File: src/rtl/hazard_pkg.sv
// Shared definitions for the RV32I pipeline control / hazard unit:
// opcode constants, fetch-select encodings, FSM states and the scoreboard entry.
package hazard_pkg;

    // RV32I major opcodes (inst[6:0])
    localparam logic [6:0] OP_LUI    = 7'h37;
    localparam logic [6:0] OP_AUIPC  = 7'h17;
    localparam logic [6:0] OP_JAL    = 7'h6F;
    localparam logic [6:0] OP_JALR   = 7'h67;
    localparam logic [6:0] OP_BRANCH = 7'h63;
    localparam logic [6:0] OP_LOAD   = 7'h03;
    localparam logic [6:0] OP_STORE  = 7'h23;
    localparam logic [6:0] OP_IMM    = 7'h13;
    localparam logic [6:0] OP_REG    = 7'h33;

    // Fetch mux select encodings
    localparam logic [1:0] PC_JAL  = 2'd0;
    localparam logic [1:0] PC_ALU  = 2'd1;
    localparam logic [1:0] PC_P4   = 2'd2;
    localparam logic [1:0] PC_HOLD = 2'd3;

    typedef enum logic [1:0] {
        StRun,
        StMemWait,
        StFlush
    } hz_state_e;

    // One in-flight instruction past decode; valid=0 marks a bubble
    typedef struct packed {
        logic       valid;
        logic [4:0] rd;
        logic       writes_rd;
        logic       is_load;
        logic       is_jalr;
        logic       is_branch;
    } sb_entry_t;

endpackage

File: src/rtl/inst_class_decode.sv
// Purely combinational classification of an RV32I instruction into the
// register-usage and control-flow flags the hazard unit needs.
module inst_class_decode
    import hazard_pkg::*;
(
    input  logic [31:0] inst,
    output logic [4:0]  rd,
    output logic [4:0]  rs1,
    output logic [4:0]  rs2,
    output logic        writes_rd,
    output logic        uses_rs1,
    output logic        uses_rs2,
    output logic        is_load,
    output logic        is_jalr,
    output logic        is_branch,
    output logic        is_jal
);

    logic [6:0] opcode;
    logic [2:0] funct3;
    logic       unused_bits;

    assign opcode      = inst[6:0];
    assign funct3      = inst[14:12];
    assign rd          = inst[11:7];
    assign rs1         = inst[19:15];
    assign rs2         = inst[24:20];
    assign unused_bits = ^inst[31:25];

    // Decode class flags from the opcode; x0 is never a real destination
    always_comb begin
        writes_rd = 1'b0;
        uses_rs1  = 1'b1;
        uses_rs2  = 1'b0;
        is_load   = 1'b0;
        is_jalr   = 1'b0;
        is_branch = 1'b0;
        is_jal    = 1'b0;
        case (opcode)
            OP_LUI, OP_AUIPC: begin
                writes_rd = 1'b1;
                uses_rs1  = 1'b0;
            end
            OP_JAL: begin
                writes_rd = 1'b1;
                uses_rs1  = 1'b0;
                is_jal    = 1'b1;
            end
            OP_JALR: begin
                writes_rd = 1'b1;
                is_jalr   = (funct3 == 3'b000);
            end
            OP_REG: begin
                writes_rd = 1'b1;
                uses_rs2  = 1'b1;
            end
            OP_IMM: begin
                writes_rd = 1'b1;
            end
            OP_LOAD: begin
                writes_rd = 1'b1;
                is_load   = 1'b1;
            end
            OP_STORE: begin
                uses_rs2  = 1'b1;
            end
            OP_BRANCH: begin
                uses_rs2  = 1'b1;
                is_branch = 1'b1;
            end
            default: ;
        endcase
        if (rd == 5'd0) begin
            writes_rd = 1'b0;
        end
    end

endmodule

File: src/rtl/hazard_ctrl_unit.sv
// Pipeline control and hazard unit for the RV32I core. Tracks in-flight
// destinations in a FWD_DEPTH-entry scoreboard and produces PC select,
// forwarding selects, load-use stalls, memory-wait freezes and redirect flushes.
// Optional: define HAZARD_PERF_CNT_EN to add saturating stall/flush counters.
module hazard_ctrl_unit
    import hazard_pkg::*;
#(
    parameter int unsigned FWD_DEPTH    = 2,
    parameter int unsigned FLUSH_CYCLES = 1,
    parameter int unsigned SEL_W        = $clog2(FWD_DEPTH + 1)
) (
    input  logic             clk,
    input  logic             rst_n,
    input  logic [31:0]      inst_fd,
    input  logic             fd_valid,
    input  logic             br_taken_x,
    input  logic             mem_busy,
    output logic [1:0]       pc_sel,
    output logic             stall_fd,
    output logic             freeze,
    output logic             flush_fd,
    output logic [SEL_W-1:0] fwd_a_sel,
    output logic [SEL_W-1:0] fwd_b_sel
`ifdef HAZARD_PERF_CNT_EN
    ,
    output logic [31:0]      stall_cnt,
    output logic [31:0]      flush_cnt
`endif
);

    localparam int unsigned CNT_W    = $clog2(FLUSH_CYCLES + 1);
    localparam int          LAST_IDX = int'(FWD_DEPTH) - 1;

    // Decoded view of the FD instruction
    logic [4:0] dec_rd, dec_rs1, dec_rs2;
    logic       dec_writes_rd, dec_uses_rs1, dec_uses_rs2;
    logic       dec_is_load, dec_is_jalr, dec_is_branch, dec_is_jal;

    inst_class_decode u_decode (
        .inst      (inst_fd),
        .rd        (dec_rd),
        .rs1       (dec_rs1),
        .rs2       (dec_rs2),
        .writes_rd (dec_writes_rd),
        .uses_rs1  (dec_uses_rs1),
        .uses_rs2  (dec_uses_rs2),
        .is_load   (dec_is_load),
        .is_jalr   (dec_is_jalr),
        .is_branch (dec_is_branch),
        .is_jal    (dec_is_jal)
    );

    sb_entry_t  sb_q [FWD_DEPTH];
    sb_entry_t  sb_d [FWD_DEPTH];
    sb_entry_t  fd_entry;
    sb_entry_t  new_entry;
    logic       shift_en;

    hz_state_e  state_q, state_d;
    logic [CNT_W-1:0] cnt_q, cnt_d;

    logic       use_a, use_b;
    logic       lu_a, lu_b;
    logic       load_use;
    logic       redirect;
    logic       flush_pending;

    function automatic logic sb_hit(input sb_entry_t e, input logic [4:0] rs);
        return e.valid && e.writes_rd && (e.rd == rs);
    endfunction

    // Scoreboard entry for the FD instruction; invalid FD enters as a bubble
    always_comb begin
        fd_entry = '0;
        if (fd_valid) begin
            fd_entry.valid     = 1'b1;
            fd_entry.rd        = dec_rd;
            fd_entry.writes_rd = dec_writes_rd;
            fd_entry.is_load   = dec_is_load;
            fd_entry.is_jalr   = dec_is_jalr;
            fd_entry.is_branch = dec_is_branch;
        end
    end

    assign use_a = fd_valid && dec_uses_rs1 && (dec_rs1 != 5'd0);
    assign use_b = fd_valid && dec_uses_rs2 && (dec_rs2 != 5'd0);

    // Youngest matching producer wins: scan oldest to youngest, last hit sticks
    always_comb begin
        fwd_a_sel = '0;
        fwd_b_sel = '0;
        lu_a      = 1'b0;
        lu_b      = 1'b0;
        for (int k = LAST_IDX; k >= 0; k--) begin
            if (use_a && sb_hit(sb_q[k], dec_rs1)) begin
                lu_a      = sb_q[k].is_load && (k < LAST_IDX);
                fwd_a_sel = lu_a ? '0 : SEL_W'(k + 1);
            end
            if (use_b && sb_hit(sb_q[k], dec_rs2)) begin
                lu_b      = sb_q[k].is_load && (k < LAST_IDX);
                fwd_b_sel = lu_b ? '0 : SEL_W'(k + 1);
            end
        end
    end

    assign load_use = lu_a || lu_b;
    assign redirect = sb_q[0].valid && (sb_q[0].is_jalr || (sb_q[0].is_branch && br_taken_x));
    // A flush interrupted by mem_busy keeps its count and resumes on exit
    assign flush_pending = (state_q != StRun) && (cnt_q != '0);

    // Next-state and control outputs, in event priority order
    always_comb begin
        state_d   = state_q;
        cnt_d     = cnt_q;
        pc_sel    = PC_P4;
        stall_fd  = 1'b0;
        freeze    = 1'b0;
        flush_fd  = 1'b0;
        shift_en  = 1'b1;
        new_entry = '0;
        if (mem_busy) begin
            state_d  = StMemWait;
            freeze   = 1'b1;
            pc_sel   = PC_HOLD;
            shift_en = 1'b0;
        end else if (redirect) begin
            pc_sel   = PC_ALU;
            flush_fd = 1'b1;
            if (FLUSH_CYCLES > 1) begin
                state_d = StFlush;
                cnt_d   = CNT_W'(FLUSH_CYCLES - 1);
            end else begin
                state_d = StRun;
                cnt_d   = '0;
            end
        end else if (flush_pending) begin
            flush_fd = 1'b1;
            cnt_d    = cnt_q - CNT_W'(1);
            state_d  = (cnt_q == CNT_W'(1)) ? StRun : StFlush;
        end else if (load_use) begin
            state_d  = StRun;
            stall_fd = 1'b1;
            pc_sel   = PC_HOLD;
        end else begin
            state_d   = StRun;
            new_entry = fd_entry;
            if (fd_valid && dec_is_jal) begin
                pc_sel = PC_JAL;
            end
        end
    end

    // Scoreboard shift: new entry (or bubble) at 0, everything else ages by one
    always_comb begin
        for (int k = 0; k < int'(FWD_DEPTH); k++) begin
            sb_d[k] = sb_q[k];
        end
        if (shift_en) begin
            sb_d[0] = new_entry;
            for (int k = 1; k < int'(FWD_DEPTH); k++) begin
                sb_d[k] = sb_q[k-1];
            end
        end
    end

    // State registers: scoreboard, FSM, flush counter
    always_ff @(posedge clk or negedge rst_n) begin
        if (!rst_n) begin
            for (int k = 0; k < int'(FWD_DEPTH); k++) begin
                sb_q[k] <= '0;
            end
            state_q <= StRun;
            cnt_q   <= '0;
        end else begin
            for (int k = 0; k < int'(FWD_DEPTH); k++) begin
                sb_q[k] <= sb_d[k];
            end
            state_q <= state_d;
            cnt_q   <= cnt_d;
        end
    end

`ifdef HAZARD_PERF_CNT_EN
    logic [31:0] stall_cnt_q, flush_cnt_q;

    // Saturating performance counters
    always_ff @(posedge clk or negedge rst_n) begin
        if (!rst_n) begin
            stall_cnt_q <= '0;
            flush_cnt_q <= '0;
        end else begin
            if ((stall_fd || freeze) && (stall_cnt_q != '1)) begin
                stall_cnt_q <= stall_cnt_q + 32'd1;
            end
            if (flush_fd && (flush_cnt_q != '1)) begin
                flush_cnt_q <= flush_cnt_q + 32'd1;
            end
        end
    end

    assign stall_cnt = stall_cnt_q;
    assign flush_cnt = flush_cnt_q;
`endif

endmodule

File: config.mk
export PLATFORM = sky130hd
export DESIGN_NAME = hazard_ctrl_unit
export DESIGN_NICKNAME = d
export VERILOG_FILES = /design/src/rtl/hazard_pkg.sv /design/src/rtl/inst_class_decode.sv /design/src/rtl/hazard_ctrl_unit.sv
export SDC_FILE = /design/constraint.sdc
export NUM_CORES = 1
export LEC_CHECK = 0
export CELL_PAD_IN_SITES_DETAIL_PLACEMENT = 1
export CELL_PAD_IN_SITES_GLOBAL_PLACEMENT = 1
export CORE_ASPECT_RATIO = 0.8
export CORE_MARGIN = 1.5
export CORE_UTILIZATION = 31
export DETAILED_ROUTE_END_ITERATION = 10
export GPL_ROUTABILITY_DRIVEN = 0
export PLACE_DENSITY = 0.75
export SKIP_LAST_GASP = 1
export SYNTH_ARGS = -nofsm -noshare
export SYNTH_HDL_FRONTEND = slang
export SYNTH_SLANG_ARGS = --single-unit
export TNS_END_PERCENT = 50
File: constraint.sdc
create_clock -name clk -period 1.5 [get_ports clk]
set_input_delay 0.15 -clock clk [delete_from_list [all_inputs] [get_ports clk]]
set_output_delay 0.15 -clock clk [all_outputs]
set_load 0.02 [all_outputs]
# ---- After elaboration in Yosys (flattened, before gate mapping)
# Index checks and enable logic that the tools add are counted.
dict set report word_totals {
  regBits 20
  latchBits 0
  ramBits 0
  romBits 0
  in_bits 37
  out_inout_bits 9
  elab_cells 94
  n_memories 0
}
dict set report op_classes {
  add_sub_neg 1
  n_mul 0
  n_div 0
  n_lt_le_gt_ge 0
  n_eq_ne 13
  n_shift 0
  n_mux 38
  bitwise_logic 1
  reduce_logical 30
}
# operator count
set op_table {}
lappend op_table {{two-way mux 10 bit} 4}
lappend op_table {{two-way mux 2 bit} 13}
lappend op_table {{equality test 7 x 6 -> 1 bit (second input constant)} 3}
lappend op_table {{equality test 7 bit (second input constant)} 3}
lappend op_table {{two-way mux 1 bit} 21}
lappend op_table {{equality test 5 bit} 4}
lappend op_table {{logical AND 1 bit} 18}
lappend op_table {{equality test 7 x 5 -> 1 bit (second input constant)} 2}
lappend op_table {{nonzero test 5 bit} 2}
lappend op_table {{equality test 7 x 2 -> 1 bit (second input constant)} 1}
lappend op_table {{OR reduction 7 bit} 1}
lappend op_table {{OR reduction 3 bit} 2}
lappend op_table {{zero test 5 bit} 1}
lappend op_table {{nonzero test 2 bit} 2}
lappend op_table {{zero test 3 bit} 1}
lappend op_table {{logical OR 1 bit} 2}
lappend op_table {{AND reduction 2 bit} 1}
lappend op_table {{NOT 1 bit} 1}
lappend op_table {{subtractor 1 bit (second input constant)} 1}

# ---- Longest topological paths before layout
dict set report depth {
  word_depth 12
  depth_mapped 5
  ltp_nobuf 5
}

# ---- By module
# Synthesis repeated with hierarchy kept, for this count alone.
dict set report unflattened {
  cells_unflattened 149
  area_unflattened_um2 1425.1
}
# mod n_inst cells_per_inst area_per_inst_um2 seq_area_each_um2
set by_module_without_submodules {}
lappend by_module_without_submodules {hazard_ctrl_unit 1 113 1186.1 500.5}
lappend by_module_without_submodules {inst_class_decode 1 36 239.0 0.0}

# ---- Worst setup path after synthesis
# Ideal clock, no wire load.
dict set report synth_timing {
  kind {register to output}
  from {register sb_q[14] (netlist name)}
  to {output stall_fd}
  arrival_time_ps 1670
  required_ps 1350
  path_slack_ps -320
  path_stages_with_launch 6
  path_buffers 0
  cell_sequence {dfrtp_1 xnor2_1 nand4_1 or3_4 o22ai_4 and4_1}
}
dict set report synth_between {
  elab_chain_len 9
  elab_cells_between_ends 13
  cone_classes {eq/ne: 2; mux: 6; reduce/logical: 5}
}
# item line_no
set synth_rtl {}
lappend synth_rtl {{from (decl)} hazard_ctrl_unit.sv:53} ;# sb_entry_t sb_q [FWD_DEPTH];
lappend synth_rtl {{from (signal, indexed assignment)} hazard_ctrl_unit.sv:176} ;# sb_q[k] <= sb_d[k];
lappend synth_rtl {{equality test 5 bit} hazard_ctrl_unit.sv:69} ;# return e.valid && e.writes_rd && (e.rd == rs);
lappend synth_rtl {{logical AND 1 bit} hazard_ctrl_unit.sv:69}
lappend synth_rtl {{logical AND 1 bit, on equally long branches} {hazard_ctrl_unit.sv:95, hazard_ctrl_unit.sv:99}}
lappend synth_rtl {{two-way mux 1 bit, on equally long branches} {hazard_ctrl_unit.sv:95, hazard_ctrl_unit.sv:99}}
lappend synth_rtl {{logical OR 1 bit *} hazard_ctrl_unit.sv:106} ;# assign load_use = lu_a || lu_b;
lappend synth_rtl {{two-way mux 1 bit *} hazard_ctrl_unit.sv:140} ;# end else if (load_use) begin
lappend synth_rtl {{two-way mux 1 bit *} hazard_ctrl_unit.sv:136} ;# end else if (flush_pending) begin
lappend synth_rtl {{two-way mux 1 bit *} hazard_ctrl_unit.sv:126} ;# end else if (redirect) begin
lappend synth_rtl {{two-way mux 1 bit *} hazard_ctrl_unit.sv:121} ;# if (mem_busy) begin
lappend synth_rtl {{to (decl)} hazard_ctrl_unit.sv:19} ;# output logic stall_fd,
# Every way passes the cells marked *; elsewhere a longest branch is shown, timed or not.

# ---- Final worst setup path
dict set report layout_timing {
  from {register sb_q[17] (netlist name)}
  to {output fwd_b_sel[1]}
}
dict set report layout_between {
  elab_chain_len 4
}
# item line_no
set layout_rtl {}
lappend layout_rtl {{equality test 5 bit} hazard_ctrl_unit.sv:69}
lappend layout_rtl {{logical AND 1 bit} hazard_ctrl_unit.sv:69}
lappend layout_rtl {{logical AND 1 bit} hazard_ctrl_unit.sv:99} ;# if (use_b && sb_hit(sb_q[k], dec_rs2)) begin
lappend layout_rtl {{two-way mux 2 bit} hazard_ctrl_unit.sv:99}
lappend layout_rtl {{to (decl)} hazard_ctrl_unit.sv:23} ;# output logic [SEL_W-1:0] fwd_b_sel
# No other way between the ends.

==> results.py <==
metrics = {
    "floorplan": {
        "die_area_mm2": 0.00480,
        "fp.dieH_um": 62.3,
        "die_w_um": 77.1,
        "fp.coreArea_mm2": 0.00420,
        "rows": 21,
        "pin_count": 46,
        "start_util": 0.324,
    },
    "logic_synthesis": {
        "ys.flop_type": "dfrtp_1",
        "async_reset_ff_frac": 1.00,
        "yosys-top-cells-area": "dfrtp_1, xnor2_1, mux2_2",
        "ys_ff_latch": 20,
        "ys_types": 42,
        "ys.warnings.count": 0,
        "synth_nets": 172,
        "avgSynthCellArea_um2": 10.1,
        "ys_seq_area_frac": 0.368,
        "syn_area_mm2": 0.00136,
        "netlist_instances": 135,
        "synth-edff-count": 0,
        "synth_area_leader_cell": "dfrtp_1",
        "synth.top_cell.area_share": 0.368,
    },
    "sta": {
        "hold_viol": 0,
        "slew_viol_final": 0,
        "period_minus_slack_ns": 2.12,
        "fmax_mhz": 473,
        "fin_hold_ws_ns": 0.216,
        "rsz0062_at_grt": "true",
        "setup_slack_ns": -0.616,
        "tns_ns": -7.49,
        "finalClockSkew_ns": 0.00689,
        "period_share": 1.41,
        "setup_violations": 19,
    },
    "setup_path": {
        "required_ns": 1.35,
        "regToRegSetupSlack_ns": -0.42,
        "arrival_ns": 1.97,
        "r2r-end": "sb_q[16]$_DFFE_PN0N_",
        "endpoint_kind": "primary output",
        "worstSetupPathType": "reg2out",
        "timing.rr.start": "sb_q[16]$_DFFE_PN0N_",
        "cp-start-kind": "register",
        "reg2reg_depth": 8,
        "crit_fanout": 4,
    },
    "final_layout": {
        "fillers": 481,
        "fin_nets": 271,
        "drive_gt1_frac": 0.438,
        "final_cell_mix": "buf_4, clkdlybuf4s50_1, dfrtp_1, xnor2_1, nand2_1",
        "regArea_um2": 504,
        "stdcell_count": 290,
        "antennaDiodeCount": 0,
        "multi_input_area_um2": 908,
        "mostFrequentLayoutCell": "buf_4",
        "area_growth_pct": 75.7,
    },
    "routing": {
        "wl_met1_um": 2590,
        "dr_wl_met3_um": 230,
        "viasPerCell": 5.44,
        "first_pass_iters": 4,
        "dr_wl_met2_um": 3100,
        "dr.max_layer_used": "met4",
        "routed_wl_um": 6130,
        "drtIter0Drc": 64,
        "via_count": 1579,
        "drc": 0,
        "routedWlPerCell_um": 21.1,
        "ant_nets": 0,
    },
    "grt": {
        "antenna_found_initial": 0,
        "first_global_vias": 1721,
        "overflow": 0,
        "grt_pass1_wl_um": 9130,
        "grt_max_degree": 21,
        "grt_use_total": 0.250,
    },
    "clock_tree": {
        "htree_levels": 1,
        "numCtsBuffers": 3,
        "cts.reportedPaths.clkPinSlew_ns": 0.09,
        "tritoncts_num_sinks": 20,
        "clkLatencyLatePin_ns": 0.28,
        "cts_tree": "yes",
        "clock_path_buffers": 2,
        "root_buffer": "clkbuf_8",
    },
    "place": {
        "dp.cells": 273,
        "dp_hpwl_um": 4000,
        "portBuffers": 38,
        "dpl_worst_slack_ns": -1.04,
    },
    "worst_hold_path": {
        "hold_class": "in2async",
    },
    "outcome": {
        "violations": "negative setup slack",
        "status": "complete, but fails checks",
    },
    "power": {
        "max-vdd-ir-drop_mv": 0.308,
        "p_leak_uw": 0.00105,
        "power_uw": 1730,
        "p_per_area_mw_per_mm2": 724,
    },
    "flow_run": {
        "drv_cap": 0,
    },
}
[state kept, by name, indices dropped and copies added, names as in the netlist]
register / cells
sb_q: 17
cnt_q: 1
state_q: 2
[power breakdown]
part           switching, uW  leakage (uW)  total [uW]  internal (uW)
logic                    230      0.000763         512            282
clock network            218     0.0000357         575            357
registers               54.8      0.000248         644            589
total                    503       0.00105        1730           1230
[critical path, stage by stage (launching register included)]
cell	delay, ns
dfrtp_2	0.47
xnor2_2	0.14
nand4_1	0.12
or3_4	0.37
buf_4	0.15
buf_6	0.12
nor4b_2	0.16
buf_4	0.16
[Yosys cell counts (2+ instances only)]
cell,count
nor4_1,2
xnor2_1,16
nand4_1,4
mux2_2,7
a2bb2oi_1,2
nand2_1,12
a22oi_1,2
and4_1,2
nor4b_1,2
o221ai_1,2
nor3_1,5
o21ai_1,8
a32oi_1,5
a21oi_1,4
dfrtp_1,20
xor2_1,4
nor2_1,3
a21o_1,2
nand3_1,7
and3_1,3
inv_1,2
[final cells by class]
cell class | count | share of cell area
multi-input combinational | 109 | 0.380
timing repair buffer | 98 | 0.347
sequential | 20 | 0.211
tap | 57 | 0.0298
clock buffer | 3 | 0.0173
clock inverter | 1 | 0.0126
inverter | 2 | 0.00314
[through the flow]
stage	util	instance area, um2
2_1_floorplan	-	1380
3_3_place_gp	0.514	2160
3_5_place_dp	0.514	2160
4_1_cts	0.555	2330
5_1_grt	0.569	2390
6_report	0.569	2390
[layer usage]
| layer | track usage | vias to the layer above |
|---|---|---|
| li1 | - | 708 |
| met1 | 0.306 | 798 |
| met2 | 0.447 | 52 |
| met3 | 0.0397 | 21 |
| met4 | 0.0841 | 0 |
| met5 | 0 | - |
[what timing repair did]
action	4_1_cts	5_1_grt
pin swaps	12	6
resized for setup	66	10
hold buffers	0	0
buffers inserted	10	3
setup endpoints to repair	19	19
[worst max-delay path by stage]
stage                               startpoint  slack [ns]  cells past startpoint            to
after global placement             inst_fd[17]       -0.96                      7      stall_fd
after detailed placement           inst_fd[17]       -1.04                      7      stall_fd
after global routing      sb_q[17]$_DFFE_PN0N_       -0.67                      7  fwd_b_sel[1]
after CTS                 sb_q[17]$_DFFE_PN0N_       -0.61                      6      stall_fd
final                     sb_q[17]$_DFFE_PN0N_       -0.62                      7  fwd_b_sel[1]
after floorplan           sb_q[17]$_DFFE_PN0N_       -0.20                      5      stall_fd
[logic make-up (layout without fill, tap and decap cells)]
| kind of cell | Yosys count | in the layout | synth area share |
|---|---|---|---|
| flops | 20 | 20 | 0.368 |
| mux | 7 | 7 | 0.0579 |
| other cells | 1 | 1 | 0.00275 |
| buf+inv | 6 | 104 | 0.0248 |
| xor+xnor | 20 | 20 | 0.129 |
| simple gates | 46 | 46 | 0.193 |
| compound gates | 35 | 35 | 0.225 |
Note: power is estimated with default switching activity, not from simulation.
